File: config.mk
export PLATFORM = sky130hd
export DESIGN_NAME = pic_frame_wr_ctrl_flat
export DESIGN_NICKNAME = d
export VERILOG_FILES = /design/src/rtl/pic_frame_wr_ctrl_if.sv /design/src/rtl/pic_frame_wr_ctrl.sv /design/src/flat_wrapper.sv
export SDC_FILE = /design/constraint.sdc
export NUM_CORES = 1
export LEC_CHECK = 0
export CAP_MARGIN = 25
export CORE_AREA = 2 2 92 94
export DETAILED_ROUTE_END_ITERATION = 8
export DIE_AREA = 0 0 94 96
export PLACE_DENSITY = 0.61
export SYNTH_ARGS = -nofsm -noshare
export SYNTH_HDL_FRONTEND = slang
export SYNTH_SLANG_ARGS = --single-unit
export TNS_END_PERCENT = 5
File: constraint.sdc
create_clock -name sys_clk -period 2.6 [get_ports sys_clk]
set_input_delay 0.78 -clock sys_clk [delete_from_list [all_inputs] [get_ports sys_clk]]
set_output_delay 0.78 -clock sys_clk [all_outputs]
set_load 0.03 [all_outputs]
File: src/rtl/pic_frame_wr_ctrl_if.sv
// Byte-in / pixel-write bundle between the UART receiver, display timing and picture RAM.
interface pic_frame_wr_ctrl_if #(
    parameter int unsigned ADDR_W = 14
) ();
    logic [7:0]      rx_data;
    logic            rx_flag;
    logic            vs_pulse;
    logic            wr_en;
    logic [ADDR_W:0] wr_addr;
    logic [7:0]      wr_data;
    logic            rd_bank;
    logic            busy;
    logic            frame_done;
    logic            err_timeout;
    logic            overrun;

    // Upstream side: byte source and frame-start pulse, observes the write port.
    modport master (
        output rx_data, rx_flag, vs_pulse,
        input  wr_en, wr_addr, wr_data, rd_bank, busy, frame_done, err_timeout, overrun
    );

    // Sequencer side.
    modport slave (
        input  rx_data, rx_flag, vs_pulse,
        output wr_en, wr_addr, wr_data, rd_bank, busy, frame_done, err_timeout, overrun
    );
endinterface

File: src/rtl/pic_frame_wr_ctrl.sv
// Write-side sequencer for the ping-pong picture RAM: hunts the 2-byte header,
// writes one full picture into the hidden bank, swaps banks on a display frame start.
module pic_frame_wr_ctrl #(
    parameter logic [13:0] PIC_SIZE = 14'd9604,
    parameter int unsigned ADDR_W   = 14,
    parameter logic [7:0]  HDR0     = 8'hAA,
    parameter logic [7:0]  HDR1     = 8'h55,
    parameter logic [23:0] TIMEOUT  = 24'd500000
) (
    input  logic               sys_clk,
    input  logic               sys_rst_n,
    pic_frame_wr_ctrl_if.slave bus
);
    localparam int unsigned        GAP_W    = 24;
    localparam logic [ADDR_W-1:0]  LAST_PIX = ADDR_W'(PIC_SIZE - 14'd1);
    localparam logic [GAP_W-1:0]   GAP_LAST = TIMEOUT - 24'd1;

    typedef enum logic [1:0] {
        ST_IDLE = 2'd0,
        ST_HDR  = 2'd1,
        ST_DATA = 2'd2,
        ST_DONE = 2'd3
    } state_t;

    state_t             state, state_nx;
    logic [ADDR_W-1:0]  pix_cnt, pix_cnt_nx;
    logic [GAP_W-1:0]   gap_cnt, gap_cnt_nx;
    logic               wr_bank, wr_bank_nx;
    logic               rd_bank_q, rd_bank_nx;
    logic               wr_en_q, wr_en_nx;
    logic [ADDR_W:0]    wr_addr_q, wr_addr_nx;
    logic [7:0]         wr_data_q, wr_data_nx;
    logic               busy_q, busy_nx;
    logic               frame_done_q, frame_done_nx;
    logic               err_timeout_q, err_timeout_nx;
    logic               overrun_q, overrun_nx;
    logic               gap_hit;

    // A byte arriving in the would-be timeout cycle takes priority over the timeout.
    assign gap_hit = (gap_cnt == GAP_LAST);

    // State register.
    always_ff @(posedge sys_clk or negedge sys_rst_n) begin
        if (!sys_rst_n) begin
            state <= ST_IDLE;
        end else begin
            state <= state_nx;
        end
    end

    // Next-state, counters and next values of every registered output.
    always_comb begin
        state_nx       = state;
        pix_cnt_nx     = pix_cnt;
        gap_cnt_nx     = gap_cnt;
        wr_bank_nx     = wr_bank;
        rd_bank_nx     = rd_bank_q;
        wr_en_nx       = 1'b0;
        wr_addr_nx     = wr_addr_q;
        wr_data_nx     = wr_data_q;
        frame_done_nx  = 1'b0;
        err_timeout_nx = 1'b0;
        overrun_nx     = 1'b0;

        unique case (state)
            ST_IDLE: begin
                gap_cnt_nx = '0;
                if (bus.rx_flag && (bus.rx_data == HDR0)) begin
                    state_nx = ST_HDR;
                end
            end
            ST_HDR: begin
                if (bus.rx_flag) begin
                    gap_cnt_nx = '0;
                    if (bus.rx_data == HDR1) begin
                        state_nx   = ST_DATA;
                        pix_cnt_nx = '0;
                    end else if (bus.rx_data != HDR0) begin
                        state_nx = ST_IDLE;
                    end
                end else if (gap_hit) begin
                    state_nx       = ST_IDLE;
                    err_timeout_nx = 1'b1;
                end else begin
                    gap_cnt_nx = gap_cnt + 24'd1;
                end
            end
            ST_DATA: begin
                if (bus.rx_flag) begin
                    gap_cnt_nx = '0;
                    wr_en_nx   = 1'b1;
                    wr_addr_nx = {wr_bank, pix_cnt};
                    wr_data_nx = bus.rx_data;
                    if (pix_cnt == LAST_PIX) begin
                        state_nx      = ST_DONE;
                        frame_done_nx = 1'b1;
                    end else begin
                        pix_cnt_nx = pix_cnt + ADDR_W'(1);
                    end
                end else if (gap_hit) begin
                    state_nx       = ST_IDLE;
                    err_timeout_nx = 1'b1;
                end else begin
                    gap_cnt_nx = gap_cnt + 24'd1;
                end
            end
            ST_DONE: begin
                gap_cnt_nx = '0;
                if (bus.rx_flag) begin
                    overrun_nx = 1'b1;
                end
                if (bus.vs_pulse) begin
                    rd_bank_nx = wr_bank;
                    wr_bank_nx = ~wr_bank;
                    state_nx   = ST_IDLE;
                end
            end
            default: begin
                state_nx = ST_IDLE;
            end
        endcase

        busy_nx = (state_nx != ST_IDLE);
    end

    // Counters, bank pointers and output registers.
    always_ff @(posedge sys_clk or negedge sys_rst_n) begin
        if (!sys_rst_n) begin
            pix_cnt       <= '0;
            gap_cnt       <= '0;
            wr_bank       <= 1'b1;
            rd_bank_q     <= 1'b0;
            wr_en_q       <= 1'b0;
            wr_addr_q     <= '0;
            wr_data_q     <= '0;
            busy_q        <= 1'b0;
            frame_done_q  <= 1'b0;
            err_timeout_q <= 1'b0;
            overrun_q     <= 1'b0;
        end else begin
            pix_cnt       <= pix_cnt_nx;
            gap_cnt       <= gap_cnt_nx;
            wr_bank       <= wr_bank_nx;
            rd_bank_q     <= rd_bank_nx;
            wr_en_q       <= wr_en_nx;
            wr_addr_q     <= wr_addr_nx;
            wr_data_q     <= wr_data_nx;
            busy_q        <= busy_nx;
            frame_done_q  <= frame_done_nx;
            err_timeout_q <= err_timeout_nx;
            overrun_q     <= overrun_nx;
        end
    end

    assign bus.wr_en       = wr_en_q;
    assign bus.wr_addr     = wr_addr_q;
    assign bus.wr_data     = wr_data_q;
    assign bus.rd_bank     = rd_bank_q;
    assign bus.busy        = busy_q;
    assign bus.frame_done  = frame_done_q;
    assign bus.err_timeout = err_timeout_q;
    assign bus.overrun     = overrun_q;
endmodule

File: src/flat_wrapper.sv
// flat-port wrapper written by rule: the top's interface ports become plain ports
module pic_frame_wr_ctrl_flat 
#(
    parameter logic [13:0] PIC_SIZE = 14'd9604,
    parameter int unsigned ADDR_W   = 14,
    parameter logic [7:0]  HDR0     = 8'hAA,
    parameter logic [7:0]  HDR1     = 8'h55,
    parameter logic [23:0] TIMEOUT  = 24'd500000
)
  (sys_clk, sys_rst_n, bus_rx_data, bus_rx_flag, bus_vs_pulse, bus_wr_en, bus_wr_addr, bus_wr_data, bus_rd_bank, bus_busy, bus_frame_done, bus_err_timeout, bus_overrun);
  pic_frame_wr_ctrl_if #(.ADDR_W(ADDR_W)) bus_i ();
  input  logic sys_clk;
  input  logic sys_rst_n;
  input wire logic [$bits(bus_i.rx_data)-1:0] bus_rx_data;
  input wire logic [$bits(bus_i.rx_flag)-1:0] bus_rx_flag;
  input wire logic [$bits(bus_i.vs_pulse)-1:0] bus_vs_pulse;
  output wire logic [$bits(bus_i.wr_en)-1:0] bus_wr_en;
  output wire logic [$bits(bus_i.wr_addr)-1:0] bus_wr_addr;
  output wire logic [$bits(bus_i.wr_data)-1:0] bus_wr_data;
  output wire logic [$bits(bus_i.rd_bank)-1:0] bus_rd_bank;
  output wire logic [$bits(bus_i.busy)-1:0] bus_busy;
  output wire logic [$bits(bus_i.frame_done)-1:0] bus_frame_done;
  output wire logic [$bits(bus_i.err_timeout)-1:0] bus_err_timeout;
  output wire logic [$bits(bus_i.overrun)-1:0] bus_overrun;
  assign bus_i.rx_data = bus_rx_data;
  assign bus_i.rx_flag = bus_rx_flag;
  assign bus_i.vs_pulse = bus_vs_pulse;
  assign bus_wr_en = bus_i.wr_en;
  assign bus_wr_addr = bus_i.wr_addr;
  assign bus_wr_data = bus_i.wr_data;
  assign bus_rd_bank = bus_i.rd_bank;
  assign bus_busy = bus_i.busy;
  assign bus_frame_done = bus_i.frame_done;
  assign bus_err_timeout = bus_i.err_timeout;
  assign bus_overrun = bus_i.overrun;
  pic_frame_wr_ctrl #(.PIC_SIZE(PIC_SIZE), .ADDR_W(ADDR_W), .HDR0(HDR0), .HDR1(HDR1), .TIMEOUT(TIMEOUT)) u_core (.sys_clk(sys_clk), .sys_rst_n(sys_rst_n), .bus(bus_i));
endmodule
# Yosys cells after proc, flatten, opt, wreduce, memory -nomap -nowiden
# Cells that the tools add are included.
[totals] output_inout_bits=29 word_cells=63 reg_bits=70 in_bits=12
[op_classes] bitwise=1 addsub=2 n_reduce_logical=9 muxes=26 n_eq_ne=13
[op_table] op="two-way mux 14 bit" n=4
[op_table] op="two-way mux 24 bit" n=2
[op_table] op="case mux 24 bit (2 select lines)" n=1
[op_table] op="case mux 14 bit (2 select lines)" n=1
[op_table] op="adder 24 x 1 -> 24 bit, second input constant" n=1
[op_table] op="== test 24 x 19 -> 1 bit, second input constant" n=1
[op_table] op="two-way mux 2 bit" n=8
[op_table] op="adder 14 x 1 -> 14 bit, second input constant" n=1
[op_table] op="== test 14 bit, second input constant" n=1
[op_table] op="two-way mux 1 bit" n=9
[op_table] op="== test 8 x 7 -> 1 bit, second input constant" n=1
[op_table] op="== test 8 bit, second input constant" n=1
[op_table] op="inequality test 8 bit, second input constant" n=1
[op_table] op="case mux 2 bit (4 select lines)" n=1
[op_table] op="inequality test 2 bit, second input constant" n=3
[op_table] op="AND reduction 5 bit" n=1
[op_table] op="== test 2 bit, second input constant" n=2
[op_table] op="AND reduction 2 bit" n=2
[op_table] op="nonzero test 2 bit" n=2
[op_table] op="OR reduction 2 bit" n=2
[op_table] op="inequality test 3 bit, second input constant" n=1
[op_table] op="== test 2 x 1 -> 1 bit, second input constant" n=1
[op_table] op="logical NOT 2 bit" n=1
[op_table] op="inequality test 2 x 1 -> 1 bit, second input constant" n=1
[op_table] op="other kinds (2)" n=2

# Depth between registers and ports, before layout
[logic_depth] ltp_word=6 ltp_mapped=9 ltp_nobuf=8

# Worst setup path before layout
# No wires, ideal clock.
[synth_path] kind="input-to-reg" from="input bus_rx_flag" to="register u_core.wr_addr_q[10] (netlist: u_core.bus.wr_addr[10])" setup_ns=0.125 n_path_buf=2 t_required_ns=2.475 cell_stages=4 setup_slack_ns=0.595 t_arrival_ns=1.881 cell_sequence="buf_2 > nand2_1 > clkbuf_1 > mux2_2"
[synth_between] elab_chain_cells=1
[synth_lines] item="start, declared" line="flat_wrapper.sv:15" rtl="input wire logic [$bits(bus_i.rx_flag)-1:0] bus_rx_flag;"
[synth_lines] item="AND reduction 2 bit (no source line)"
[synth_lines] item="end signal, assigned" line="pic_frame_wr_ctrl.sv:146" rtl="wr_addr_q <= wr_addr_nx;"
[synth_lines] item="end, declared" line="pic_frame_wr_ctrl.sv:31" rtl="logic [ADDR_W:0] wr_addr_q, wr_addr_nx;"
# Every way passes these cells.
# A chain may end at the register's enable or synchronous reset.

# Worst setup path in the final report
[layout_path] from="input bus_rx_data[7]" to="register u_core.pix_cnt[10]"
[layout_between] elab_chain_cells=3
[layout_lines] item="start, declared" line="flat_wrapper.sv:14" rtl="input wire logic [$bits(bus_i.rx_data)-1:0] bus_rx_data;"
[layout_lines] item="== test 8 x 7 -> 1 bit" line="pic_frame_wr_ctrl.sv:75" rtl="if (bus.rx_data == HDR1) begin"
[layout_lines] item="inequality test 2 x 1 -> 1 bit (no source line)"
[layout_lines] item="AND reduction 5 bit (no source line)"
[layout_lines] item="end signal, assigned" line="pic_frame_wr_ctrl.sv:141" rtl="pix_cnt <= pix_cnt_nx;"
[layout_lines] item="end, declared" line="pic_frame_wr_ctrl.sv:26" rtl="logic [ADDR_W-1:0] pix_cnt, pix_cnt_nx;"
# Every way passes these cells.

==> flow_metrics.tcl <==
set metrics [dict create \
    drive_gt1_frac 0.169 \
    syn-num-nets 331 \
    grt-ovfl-total 0 \
    tritoncts.num_buffers 9 \
    period_minus_slack_ns 2.24 \
    cts_tree "yes" \
    diodes 0 \
    combPwrFrac 0.059 \
    cts_max_path_buffers 2 \
    netlist_instances 313 \
    num_vias 2481 \
    hold_path_class "in2async" \
    p_clk_frac 0.420 \
    insertion_delay_ns 0.34 \
    core_um2 8050 \
    synth_top_area_cell "dfrtp_1" \
    power_w 0.00212 \
    setup-tns-final_ns 0 \
    drtPass1Iterations 4 \
    status "finished clean" \
    path_clk_slew_ns 0.08 \
    finalWorstSetupSlack_ns 0.355 \
    finalMaxSlewViolations 0 \
    cp.arrival_ns 2.52 \
    grt_pass1_wl_um 12100 \
    pin_count 41 \
    die_w_um 94 \
    gp_congestion 0.806 \
    cts_hold_buffers 0 \
    post-cts-setup-buffers 0 \
    synth_area_leaders "dfrtp_1 (51%), mux2_2 (7.4%), xnor2_1 (6.2%), nor2_1 (3.8%), nor3_1 (2.4%)" \
    place_ws_ns -0.0125 \
    seq_power_share 0.521 \
    vdd_ir_drop_max_mv 0.317 \
    drt-initial-drc-count 63 \
    grt_pass1_vias 2450 \
    ys_seq_area_frac 0.521 \
    grt_max_degree 46 \
    drc 0 \
    p_sw_frac 0.237 \
    maxSlewHeadroom 0.676 \
    synth_edf_count 0 \
    fin_crit_sh 0.863 \
    rows 33 \
    max_clock_freq_mhz 445 \
    cts.repair.resized 0 \
    dieArea_um2 9020 \
    layout.nets 385 \
    synth_async_sr_flop_share 1.00 \
    synth.most_common_cell "dfrtp_1" \
    leakagePower_nw 1.79 \
    cts-root-buf "clkbuf_8" \
    crit_fanout 12 \
    synth_top_area_frac 0.513 \
    ys_ff_latch 70 \
    grt_usage 0.172 \
    crit_type "in2reg" \
    yosys_warnings 0 \
    worst_pin_slew_ns 0.486 \
    setup_viol 0 \
    antenna_found_initial 0 \
    p_sw_w 0.000502 \
    die_y_um 96 \
    portBuffers 40 \
    dp_hpwl_um 4840 \
    synth_area_um2 3370 \
    initial_core_util 0.418 \
    endpoint_kind "flop" \
    worstPathRequired_ns 2.87 \
    ant_nets 0 \
    fin_skew_ns 0.0140 \
    drv_cap 0 \
    cts.sinks 70 \
    p_int_w 0.00161 \
    synth_area_per_cell_um2 10.8 \
    start_kind "input pin" \
    finalWirelength_um 7050 \
    powerDensity_nw_per_um2 508 \
    ys_types 47 \
    drt-wirelength-per-cell_um 14.8 \
    synthFlopType "dfrtp_1" \
    finalHoldViolCount 0 \
    grt_setup_unrepaired "false" \
    viasPerCell 5.20 \
    area_growth_pct 23.8 \
    cts.htree.levels 3 \
    synth_commonest_cells "dfrtp_1 (69), nor2_1 (34), xnor2_1 (24)" \
]
-- cells by family (layout without fill, tap and decap cells) --
kind of cell,count (synthesis),count (layout),synth area share
mux,23,23,0.0766
buf+inv,23,82,0.0290
compound gates,28,28,0.0543
fa+ha+maj,6,6,0.0223
simple gates,133,133,0.219
flops,70,70,0.521
xor+xnor,30,30,0.0781
-- area by class of cell --
cell class	instances	area, um2
clock buffer	10	138
clock inverter	6	61.3
fill	743	3890
inverter	13	48.8
multi-input combinational	220	1520
sequential	70	1750
tap	105	131
timing repair buffer	53	518
-- state kept, by name (all words and copies together) (netlist names), 2 cells and up --
signal,cells
u_core.gap_cnt,24
u_core.bus.wr_addr,15
u_core.pix_cnt,14
u_core.bus.wr_data,8
u_core.state,2
-- worst paths after layout --
path	from	to	slack (ns)	cells after the start
min in group sys_clk	u_core.wr_bank	u_core.wr_bank	0.50	1
max in group asynchronous	sys_rst_n	u_core.wr_bank	1.80	2
setup reg to reg	u_core.gap_cnt[19]	u_core.bus.busy	0.60	5
hold / removal	sys_rst_n	u_core.bus.wr_data[5]	0.27	1
setup / recovery	bus_rx_data[7]	u_core.pix_cnt[10]	0.36	7
hold reg to reg	u_core.wr_bank	u_core.wr_bank	0.50	1
-- per-layer routing --
metal / global-route usage / vias up / part of all wire
li1: - / 1214 / -
met1: 0.235 / 1235 / 0.49
met2: 0.269 / 27 / 0.47
met3: 0.0493 / 5 / 0.029
met4: 0.0471 / 0 / 0.010
met5: 0 / - / 0
-- power groups by stage --
stage	clock network, W	logic, W	registers [W]
after floorplan	0	0.0000481	0.00113
after global placement	0	0.000126	0.00112
after detailed placement	0	0.000127	0.00112
after CTS	0.000915	0.000128	0.00110
after global routing	0.000963	0.000141	0.00110
final	0.000889	0.000125	0.00110
-- per-stage QoR --
| stage | instance area, um2 | cells | util | hold slack (ns) |
|---|---|---|---|---|
| finish | 4170 | 477 | 0.517 | 0.266 |
| global route | 4170 | 477 | 0.517 | 0.258 |
| CTS | 4170 | 477 | 0.517 | 0.259 |
| detailed placement | 3970 | 461 | 0.493 | 0.491 |
| global placement | 3970 | 461 | 0.493 | 0.485 |
| floorplan | 3370 | 313 | - | 0.474 |
-- cell usage in the layout (no fill, tap or decap), types with 4 or more instances in the layout --
cell type        synthesis  routed
ha_1                     6       6
nand3_1                 15      15
buf_4                    0      11
and3_1                   6       6
nor2_1                  34      34
a21oi_1                  8       8
nor3_1                  16      16
inv_1                   13      13
and4_1                   4       4
mux2_2                  22      22
clkdlybuf4s50_1          0      39
nand2_1                 17      17
dfrtp_1                 69      69
nand4_1                 12      12
clkbuf_8                 0      10
nor4_1                   5       5
xor2_1                   6       6
o21ai_0                  8       8
xnor2_1                 24      24
-- critical path: stages --
cell	delay, ns
clkdlybuf4s50_1	0.45
and4bb_2	0.33
a31oi_1	0.09
buf_4	0.20
nand3b_1	0.20
or3_1	0.32
a21oi_1	0.15
No activity file was read; power rests on OpenSTA's default activity.
